$ cat src/rtl/led_trail_fader_if.sv
// Control and display signals between the position/step logic and the LED trail fader.
interface led_trail_fader_if #(
    parameter int NUM_LEDS = 10
);
    logic                Enable;
    logic                Step;
    logic [3:0]          Position;
    logic [NUM_LEDS-1:0] LEDRArray;
    logic                Active;

    // The controller side drives run/step/head and watches the LED drive.
    modport master (
        output Enable,
        output Step,
        output Position,
        input  LEDRArray,
        input  Active
    );

    // The fader receives run/step/head and produces the LED drive.
    modport slave (
        input  Enable,
        input  Step,
        input  Position,
        output LEDRArray,
        output Active
    );
endinterface

$ cat src/rtl/led_trail_fader.sv
// LED trail fader: the head LED is lit at full brightness on each step.
// Every other LED loses DECAY brightness per step, which leaves a fading trail.
// Brightness is rendered by comparing each level against a shared free-running PWM counter.
module led_trail_fader #(
    parameter int NUM_LEDS = 10,
    parameter int PWM_BITS = 4,
    parameter int DECAY    = 4
) (
    input logic              Clock50,
    input logic              Reset,
    led_trail_fader_if.slave bus
);
    localparam logic [PWM_BITS-1:0] MAX_LEVEL = '1;

    logic [PWM_BITS-1:0] bright [NUM_LEDS];
    logic [PWM_BITS-1:0] next_bright [NUM_LEDS];
    logic [PWM_BITS-1:0] pwm_count;
    logic [NUM_LEDS-1:0] pwm_on;
    logic                any_lit;

    // Brightness each LED takes on a step. The head goes to full brightness.
    // The others decay with saturation at zero. An out-of-range head matches no LED.
    always_comb begin
        for (int i = 0; i < NUM_LEDS; i++) begin
            next_bright[i] = '0;
            if (int'(bus.Position) == i) begin
                next_bright[i] = MAX_LEVEL;
            end else if (int'(bright[i]) > DECAY) begin
                next_bright[i] = bright[i] - PWM_BITS'(DECAY);
            end
        end
    end

    // PWM comparison per LED, and an OR over all levels so an idle trail can be detected.
    always_comb begin
        pwm_on  = '0;
        any_lit = 1'b0;
        for (int i = 0; i < NUM_LEDS; i++) begin
            pwm_on[i] = (bright[i] > pwm_count);
            any_lit   = any_lit | (bright[i] != '0);
        end
    end

    // Trail state. While disabled, both the counter and the levels freeze so the pattern can resume intact.
    always_ff @(posedge Clock50) begin
        if (Reset) begin
            pwm_count <= '0;
            for (int i = 0; i < NUM_LEDS; i++) begin
                bright[i] <= '0;
            end
        end else if (bus.Enable) begin
            pwm_count <= pwm_count + PWM_BITS'(1);
            if (bus.Step) begin
                for (int i = 0; i < NUM_LEDS; i++) begin
                    bright[i] <= next_bright[i];
                end
            end
        end
    end

    // Registered outputs. The LEDs are blanked while disabled. Active ignores Enable.
    always_ff @(posedge Clock50) begin
        if (Reset) begin
            bus.LEDRArray <= '0;
            bus.Active    <= 1'b0;
        end else begin
            bus.LEDRArray <= bus.Enable ? pwm_on : '0;
            bus.Active    <= any_lit;
        end
    end
endmodule

$ cat src/flat_wrapper.sv
// flat-port wrapper written by rule: the top's interface ports become plain ports
module led_trail_fader_flat 
#(
    parameter int NUM_LEDS = 10,
    parameter int PWM_BITS = 4,
    parameter int DECAY    = 4
)
  (Clock50, Reset, bus_Enable, bus_Step, bus_Position, bus_LEDRArray, bus_Active);
  led_trail_fader_if #(.NUM_LEDS(NUM_LEDS)) bus_i ();
  input logic Clock50;
  input logic Reset;
  input wire logic [$bits(bus_i.Enable)-1:0] bus_Enable;
  input wire logic [$bits(bus_i.Step)-1:0] bus_Step;
  input wire logic [$bits(bus_i.Position)-1:0] bus_Position;
  output wire logic [$bits(bus_i.LEDRArray)-1:0] bus_LEDRArray;
  output wire logic [$bits(bus_i.Active)-1:0] bus_Active;
  assign bus_i.Enable = bus_Enable;
  assign bus_i.Step = bus_Step;
  assign bus_i.Position = bus_Position;
  assign bus_LEDRArray = bus_i.LEDRArray;
  assign bus_Active = bus_i.Active;
  led_trail_fader #(.NUM_LEDS(NUM_LEDS), .PWM_BITS(PWM_BITS), .DECAY(DECAY)) u_core (.Clock50(Clock50), .Reset(Reset), .bus(bus_i));
endmodule
$ cat config.mk
export PLATFORM = sky130hd
export DESIGN_NAME = led_trail_fader_flat
export DESIGN_NICKNAME = d
export VERILOG_FILES = /design/src/rtl/led_trail_fader_if.sv /design/src/rtl/led_trail_fader.sv /design/src/flat_wrapper.sv
export SDC_FILE = /design/constraint.sdc
export NUM_CORES = 1
export LEC_CHECK = 0
export CAP_MARGIN = 20
export CORE_MARGIN = 3
export CORE_UTILIZATION = 29
export CTS_BUF_LIST = sky130_fd_sc_hd__clkbuf_4
export CTS_CLUSTER_SIZE = 10
export DETAILED_ROUTE_END_ITERATION = 12
export GPL_TIMING_DRIVEN = 0
export PLACE_DENSITY = 0.52
export SYNTH_ARGS = -nofsm -noshare
export SYNTH_HDL_FRONTEND = slang
export SYNTH_SLANG_ARGS = --single-unit
$ cat constraint.sdc
create_clock -name Clock50 -period 2.05 [get_ports Clock50]
set_clock_uncertainty 0.1 [all_clocks]
set_input_delay 0.205 -clock Clock50 [delete_from_list [all_inputs] [get_ports Clock50]]
set_output_delay 0.205 -clock Clock50 [all_outputs]
set_load 0.01 [all_outputs]
==> key figures, run 1 <==
Run status
  – Run status: finished, final reports clean

Routing
  – Post-Route WL: 6640 µm
  – DR WL/cell: 15.2 µm
  – Initial DRC count: 103
  – Pre-antenna DRT Iters: 4
  – Final antenna-violating net count: 0
  – DRC: 0
  – Via-per-instance ratio: 5.00
  – Vias: 2185

Timing
  – Slew margin rel.: 56.3%
  – Setup violators final: 0
  – Final Max Slew Viols: 0
  – Fraction of the cycle the final worst path needs: 81.2%
  – RSZ-0062 raised after global routing: no
  – Max Freq: 0.601 GHz
  – Setup TNS: 0 ns
  – Minimum clock period: 1.66 ns
  – Worst Hold Slack: 0.0922 ns
  – Hold Violations, Final: 0
  – Slew @ Worst Pin: 0.654 ns

Flow run
  – MaxCap Viol Count: 0

Final layout
  – Antenna diode count: 0
  – Final Util: 34.6%
  – Synthesis-to-finish area growth: 12.9%
  – Number of nets in the layout: 358
  – Final Non-Filler Cells: 437
  – Layout cells sized above 1: 10.1%

Synth
  – Most frequent cell after synthesis: a21oi_1
  – Synth top area share: 31.1%
  – Synthesized area per cell: 10.2 µm²
  – Post-synth ARST share: 0%
  – Cell variety after synth: 38
  – Primary FF master, synth: edfxtp_1
  – Area contributors post-synth: edfxtp_1, ha_1, dfxtp_1, a21oi_1, nand2_1
  – Yosys warns: 0
  – Post-synth EDFFs: 30
  – Synthesized cell area: 2900 µm²
  – Mapped Cells: 284
  – Yosys reg bits: 45
  – Post-synthesis sequential area ratio: 41.5%
  – Synth cell count leaders: a21oi_1, ha_1, edfxtp_1, nand2_1, inv_1
  – Area leader, netlist: edfxtp_1
  – Syn_nets: 335

Power and ir drop
  – Clock Power Share: 22.0%
  – Cell Int Power: 1.33 mW
  – NetSw: 0.559 mW
  – Leakage power: 1.28 nW
  – Power per cell area: 578 nW/µm²
  – Sw Ratio: 29.6%
  – Reg power frac: 57.7%
  – Worst vdd ir: 0.000255 V
  – Design Power: 1.89 mW
  – Logic pwr share: 20.3%

Min path
  – Worst Hold Launch: bus_Enable
  – Worst Hold Class: in -> reg

Placed design
  – GPL Wtd Cong: 0.749
  – Placed Instances: 427
  – DP HPWL: 4900 µm
  – Number of port buffers: 14

Clock tree
  – Sink Count: 45
  – Total CTS buffers: 5
  – Post-CTS setup repair buffer count: 0
  – TritonCTS clock tree: built
  – Clock-pin slew on the worst setup and hold paths: 0.13 ns
  – Root Buffer: clkbuf_4
  – Worst-case clock buffer depth: 2
  – CTS H-tree lvls: 2
  – Clock latency on the worst-skew pair: 0.36 ns

Global route
  – Total congestion overflow: 0
  – First-pass GRT wire length: 10800 µm
  – Pin count of the biggest net entering global routing: 21
  – GR Util All Layers: 12.2%
  – Initial antenna violation count: 0
  – Vias in the first global route: 2028

Die
  – Die Height: 106 µm
  – Die X: 106 µm
  – Full die area: 11200 µm²
  – Initial cell density of the core: 30.6%
  – Core area: 9460 µm²
  – # rows: 35
  – Io pins: 19

Setup path
  – Critical path capture point type: flip-flop
  – Critical path arrival: 1.61 ns
  – CP Cell Sequence: clkdlybuf4s50_1 > a21oi_1 > clkbuf_2 > clkinvlp_4
  – Buf/Inv on CP: 3
  – Critical R2R Launch: u_core.bright[0][26]
  – CP max-delay cell: clkdlybuf4s50_1
  – CP Class: in -> reg
  – Origin of the worst setup path: bus_Step
  – Crit-path max FO: 11
  – CP delay by family, top: buffers and inverters
  – Critical Path Start Type: input port
  – Worst EP required: 2.00 ns
  – Delay of the slowest critical-path stage: 0.49 ns
-- what timing repair did --
| action | in CTS | in global routing |
|---|---|---|
| setup endpoints to repair | 0 | 20 |
| hold endpoints to repair | 5 | 0 |
| hold buffers | 1 | 0 |
| resized for setup | 0 | 4 |
-- final timing paths --
path	to	slack (ns)	cells past startpoint
setup / recovery	u_core.bright[0][31]	0.39	4
setup reg to reg	u_core.bus.Active	0.42	5
hold / removal	u_core.pwm_count[1]	0.09	3
hold reg to reg	u_core.pwm_count[1]	0.46	2
-- layout by cell type, fill, tap and decap left out, types with 4 or more instances in the layout --
cell and count:
nand2_1 26, nand4_1 12, clkdlybuf4s50_1 14, dfxtp_1 15, a21oi_1 46, buf_4 4
nand3_1 6, inv_1 19, nor4_1 4, a31o_2 5, clkbuf_4 5, o21ai_0 5
o21bai_1 6, o211ai_1 10, nor2_1 6, ha_1 43, nor2b_1 14, edfxtp_1 30
-- tightest hold or removal path: stages --
cell and delay [ns]:
buf_4 0.16, mux2i_1 0.09, nor2_1 0.07
-- kinds of logic (layout without fill, tap and decap cells) --
kind of cell / after synthesis / in the layout / share of synthesized area [%]
xor+xnor: 3 / 3 / 0.907
flops: 45 / 45 / 41.5
buf+inv: 30 / 54 / 5.05
compound gates: 77 / 77 / 15.7
simple gates: 84 / 84 / 17.6
mux: 2 / 2 / 0.734
fa+ha+maj: 43 / 43 / 18.6
-- flip-flops by register name (all words and copies together), names as in the netlist --
name                  flops
u_core.bright            30
u_core.bus.LEDRArray     10
u_core.pwm_count          4
u_core.bus.Active         1
-- metal layers --
metal	wire length (µm)	global-route usage [%]	share of wire, %
met1	3380	18.1	51
met2	2810	18.0	42
met3	346	2.13	5.2
met5	0	0	0
met4	106	3.79	1.6
-- per-stage QoR --
stage | cell area [µm²] | setup WS [ns]
2_1_floorplan | 2900 | 0.500
5_1_grt | 3270 | 0.284
4_1_cts | 3260 | 0.0576
3_5_place_dp | 3200 | -0.337
6_report | 3270 | 0.386
3_3_place_gp | 3200 | -0.346
-- power groups by stage --
stage / clock network, mW / logic [mW] / registers, mW
final: 0.415 / 0.384 / 1.09
after global routing: 0.457 / 0.441 / 1.10
after CTS: 0.437 / 0.382 / 1.09
after detailed placement: 0 / 0.379 / 1.11
after global placement: 0 / 0.363 / 1.11
after floorplan: 0 / 0.261 / 1.10
-- layout make-up --
class	count	area (µm²)
Clock inverter	3	12.5
Fill cell	996	6190
Inverter	20	78.8
Sequential cell	45	1200
Clock buffer	5	37.5
Buffer	10	72.6
Timing Repair inverter	1	7.51
Multi-Input combinational cell	209	1550
Timing Repair Buffer	15	150
Tap cell	129	161
Power figures use the tool's default switching activity.
==> run 2: changes to the inputs <==
==> constraint.sdc (replaced) <==
create_clock -name Clock50 -period 1.75 [get_ports Clock50]
set_clock_uncertainty 0.1 [all_clocks]
set_input_delay 0.175 -clock Clock50 [delete_from_list [all_inputs] [get_ports Clock50]]
set_output_delay 0.175 -clock Clock50 [all_outputs]
set_load 0.01 [all_outputs]
==> run 2 against run 1 <==
  * Sequential share of layout area is 0.070 points lower
  * Critical path depth stayed put
  * Register-to-register slack worse by 0.30 ns
  * Cell area is 0.19% higher
  * Core utilization is 0.066 points higher
  * Clock power is 18% higher
  * Sequential power is 17% higher
  * Setup slack worse by 0.29 ns
  * Die area stayed put
==> key figures, run 2 (synthesis results as in run 1) <==
Timing
  – Max Freq: 0.604 GHz
  – Minimum clock period: 1.66 ns
  – RSZ-0062 raised after global routing: no (unchanged)
  – Setup violators final: 0 (unchanged)
  – Final Max Slew Viols: 0 (unchanged)
  – Slew margin rel.: 56.1% (was 56.3%)
  – Final WS setup: 0.0941 ns (was 0.386 ns)
  – Fraction of the cycle the final worst path needs: 94.6%
  – Slew @ Worst Pin: 0.658 ns (was 0.654 ns)
  – Hold Violations, Final: 0 (unchanged)

Placed design
  – Placed Instances: 427 (unchanged)
  – Worst slack, placed: -0.607 ns (was -0.337 ns)
  – Area after DPL: 3200 µm² (unchanged)
  – DP HPWL: 4900 µm (unchanged)
  – GPL Wtd Cong: 0.749 (unchanged)
  – Number of port buffers: 14 (unchanged)

Global route
  – Total congestion overflow: 0 (unchanged)
  – M2 GR Usage: 18.1% (was 18.0%)
  – First-pass GRT wire length: 10800 µm (about the same)
  – Vias in the first global route: 2032 (was 2028)
  – Pin count of the biggest net entering global routing: 14 (was 21)
  – Initial antenna violation count: 0 (unchanged)
  – Met1 GRT Util: 18.3% (was 18.1%)
  – GR Util All Layers: 12.3% (was 12.2%)
  – Layer with the highest usage: met1 (unchanged)
  – Met3 Track Usage GR: 2.13% (unchanged)

Power and ir drop
  – Design Power: 2.22 mW (was 1.89 mW)
  – Power per cell area: 676 nW/µm² (was 578 nW/µm²)
  – Leakage power: 1.28 nW (about the same)
  – Worst vdd ir: 0.000304 V (was 0.000255 V)

Setup path
  – Critical path capture point type: flip-flop (unchanged)
  – Crit-path max FO: 11 (unchanged)
  – CP Cell Sequence: clkdlybuf4s50_1 > a21oi_1 > clkbuf_2 > clkinvlp_4 (unchanged)
  – CP max-delay cell: clkdlybuf4s50_1 (unchanged)
  – Critical path arrival: 1.60 ns (was 1.61 ns)
  – Delay of the slowest critical-path stage: 0.50 ns (was 0.49 ns)
  – Buf/Inv on CP: 3 (unchanged)
  – Critical Path Start Type: input port (unchanged)
  – CP delay by family, top: buffers and inverters (unchanged)
  – CP Class: in -> reg (unchanged)
  – Reg2reg path depth: 5 (unchanged)
  – Critical path depth: 4 (unchanged)
  – Worst EP required: 1.69 ns (was 2.00 ns)

Final layout
  – Largest register by flop count: u_core.bright (unchanged)
  – Final Util: 34.7% (was 34.6%)
  – Layout cells sized above 1: 10.4% (was 10.1%)
  – Max reg flops: 30 (unchanged)
  – Commonest non-fill, non-tap cells in the layout: a21oi_1, ha_1, edfxtp_1 (unchanged)
  – Final instance area: 3280 µm² (was 3270 µm²)
  – Leading cell type in the layout, fill and taps excluded: a21oi_1 (unchanged)
  – Antenna diode count: 0 (unchanged)
  – Number of nets in the layout: 358 (unchanged)
  – Final Non-Filler Cells: 437 (unchanged)
  – Synthesis-to-finish area growth: 13.1% (was 12.9%)
  – Largest regs: u_core.bright (30), u_core.bus.LEDRArray (10), u_core.pwm_count (4) (unchanged)

Clock tree
  – Total CTS buffers: 5 (unchanged)
  – Sink Count: 45 (unchanged)
  – Clock-pin slew on the worst setup and hold paths: 0.13 ns (about the same)
  – CTS H-tree lvls: 2 (unchanged)
  – Clock latency on the worst-skew pair: 0.36 ns (about the same)
  – TritonCTS clock tree: built (unchanged)
  – Worst-case clock buffer depth: 2 (unchanged)
  – Root Buffer: clkbuf_4 (unchanged)

Routing
  – Pre-antenna DRT Iters: 4 (unchanged)
  – Via-per-instance ratio: 5.04 (was 5.00)
  – Final antenna-violating net count: 0 (unchanged)
  – Vias: 2201 (was 2185)
  – DRC: 0 (unchanged)
  – Initial DRC count: 95 (was 103)
  – Post-Route WL: 6690 µm (was 6640 µm)
  – DR WL/cell: 15.3 µm (was 15.2 µm)

Die
  – Die X: 106 µm (unchanged)
  – Core area: 9460 µm² (unchanged)
  – Full die area: 11200 µm² (unchanged)
  – Initial cell density of the core: 30.6% (unchanged)
  – # rows: 35 (unchanged)
  – Die Height: 106 µm (unchanged)
  – Io pins: 19 (unchanged)

Run status
  – Run status: finished, final reports clean (unchanged)

Min path
  – Hold depth: 3 (unchanged)
  – Worst Hold Class: in -> reg (unchanged)

Flow run
  – MaxCap Viol Count: 0 (unchanged)
==> run 2: repair_timing <==
| action | in CTS | in global routing |
|---|---|---|
| setup endpoints to repair | 20 | 1 |
| buffers inserted | 0 | 0 |
| gates cloned | 1 | 0 |
| gates resized for setup | 3 | 1 |
| endpoints found under the hold margin | 5 | 0 |
| hold buffers | 1 | 0 |
==> run 2: path summary, 6_finish.rpt <==
check	from	end	slack, ns
setup / recovery	bus_Step	u_core.bright[0][31]	0.09
hold / removal	bus_Enable	u_core.pwm_count[1]	0.06
setup reg to reg	u_core.pwm_count[1]	u_core.bus.LEDRArray[1]	0.12
hold reg to reg	u_core.pwm_count[1]	u_core.pwm_count[1]	0.46
==> run 2: final cells by class <==
cell class / count / area, µm²
buffer: 10 / 72.6
clock buffer: 5 / 37.5
clock inverter: 3 / 12.5
fill: 992 / 6180
inverter: 20 / 78.8
multi-input combinational: 209 / 1560
sequential: 45 / 1200
tap: 129 / 161
timing repair buffer: 15 / 150
timing repair inverter: 1 / 7.51
==> run 2: power by group <==
part           internal (mW)  switching (mW)  total, mW
registers               1.20          0.0780       1.28
clock network          0.146           0.342      0.488
logic                  0.213           0.238      0.450
==> run 2: stage by stage <==
| stage | hold WS (ns) | TNS (ns) |
|---|---|---|
| 2_1_floorplan | 0.262 | 0 |
| 3_3_place_gp | 0.304 | -13.38 |
| 3_5_place_dp | 0.307 | -13.36 |
| 4_1_cts | 0.0478 | 0 |
| 5_1_grt | 0.0695 | 0 |
| 6_report | 0.0635 | 0 |
==> run 2: metal layers <==
metal	routed length, µm	vias to the layer above
met1	3400	1039
met4	106	0
met2	2890	45
met5	0	-
met3	290	7
li1	-	1110
==> run 2: tightest hold or removal path, stage by stage <==
cell and delay (ns):
buf_4 0.16, mux2i_1 0.09, nor2_1 0.07
==> run 3: changes to the inputs <==
==> constraint.sdc (replaced) <==
create_clock -name Clock50 -period 1.75 [get_ports Clock50]
set_clock_uncertainty 0.1 [all_clocks]
set_input_delay 0.175 -clock Clock50 [delete_from_list [all_inputs] [get_ports Clock50]]
set_output_delay 0.175 -clock Clock50 [all_outputs]
set_load 0.02 [all_outputs]
==> results of run 3 <==
Same layout as run 2 (identical final DEF). Status: finished, final reports clean.
Among the figures that moved: total power 2.22 mW -> 2.23 mW
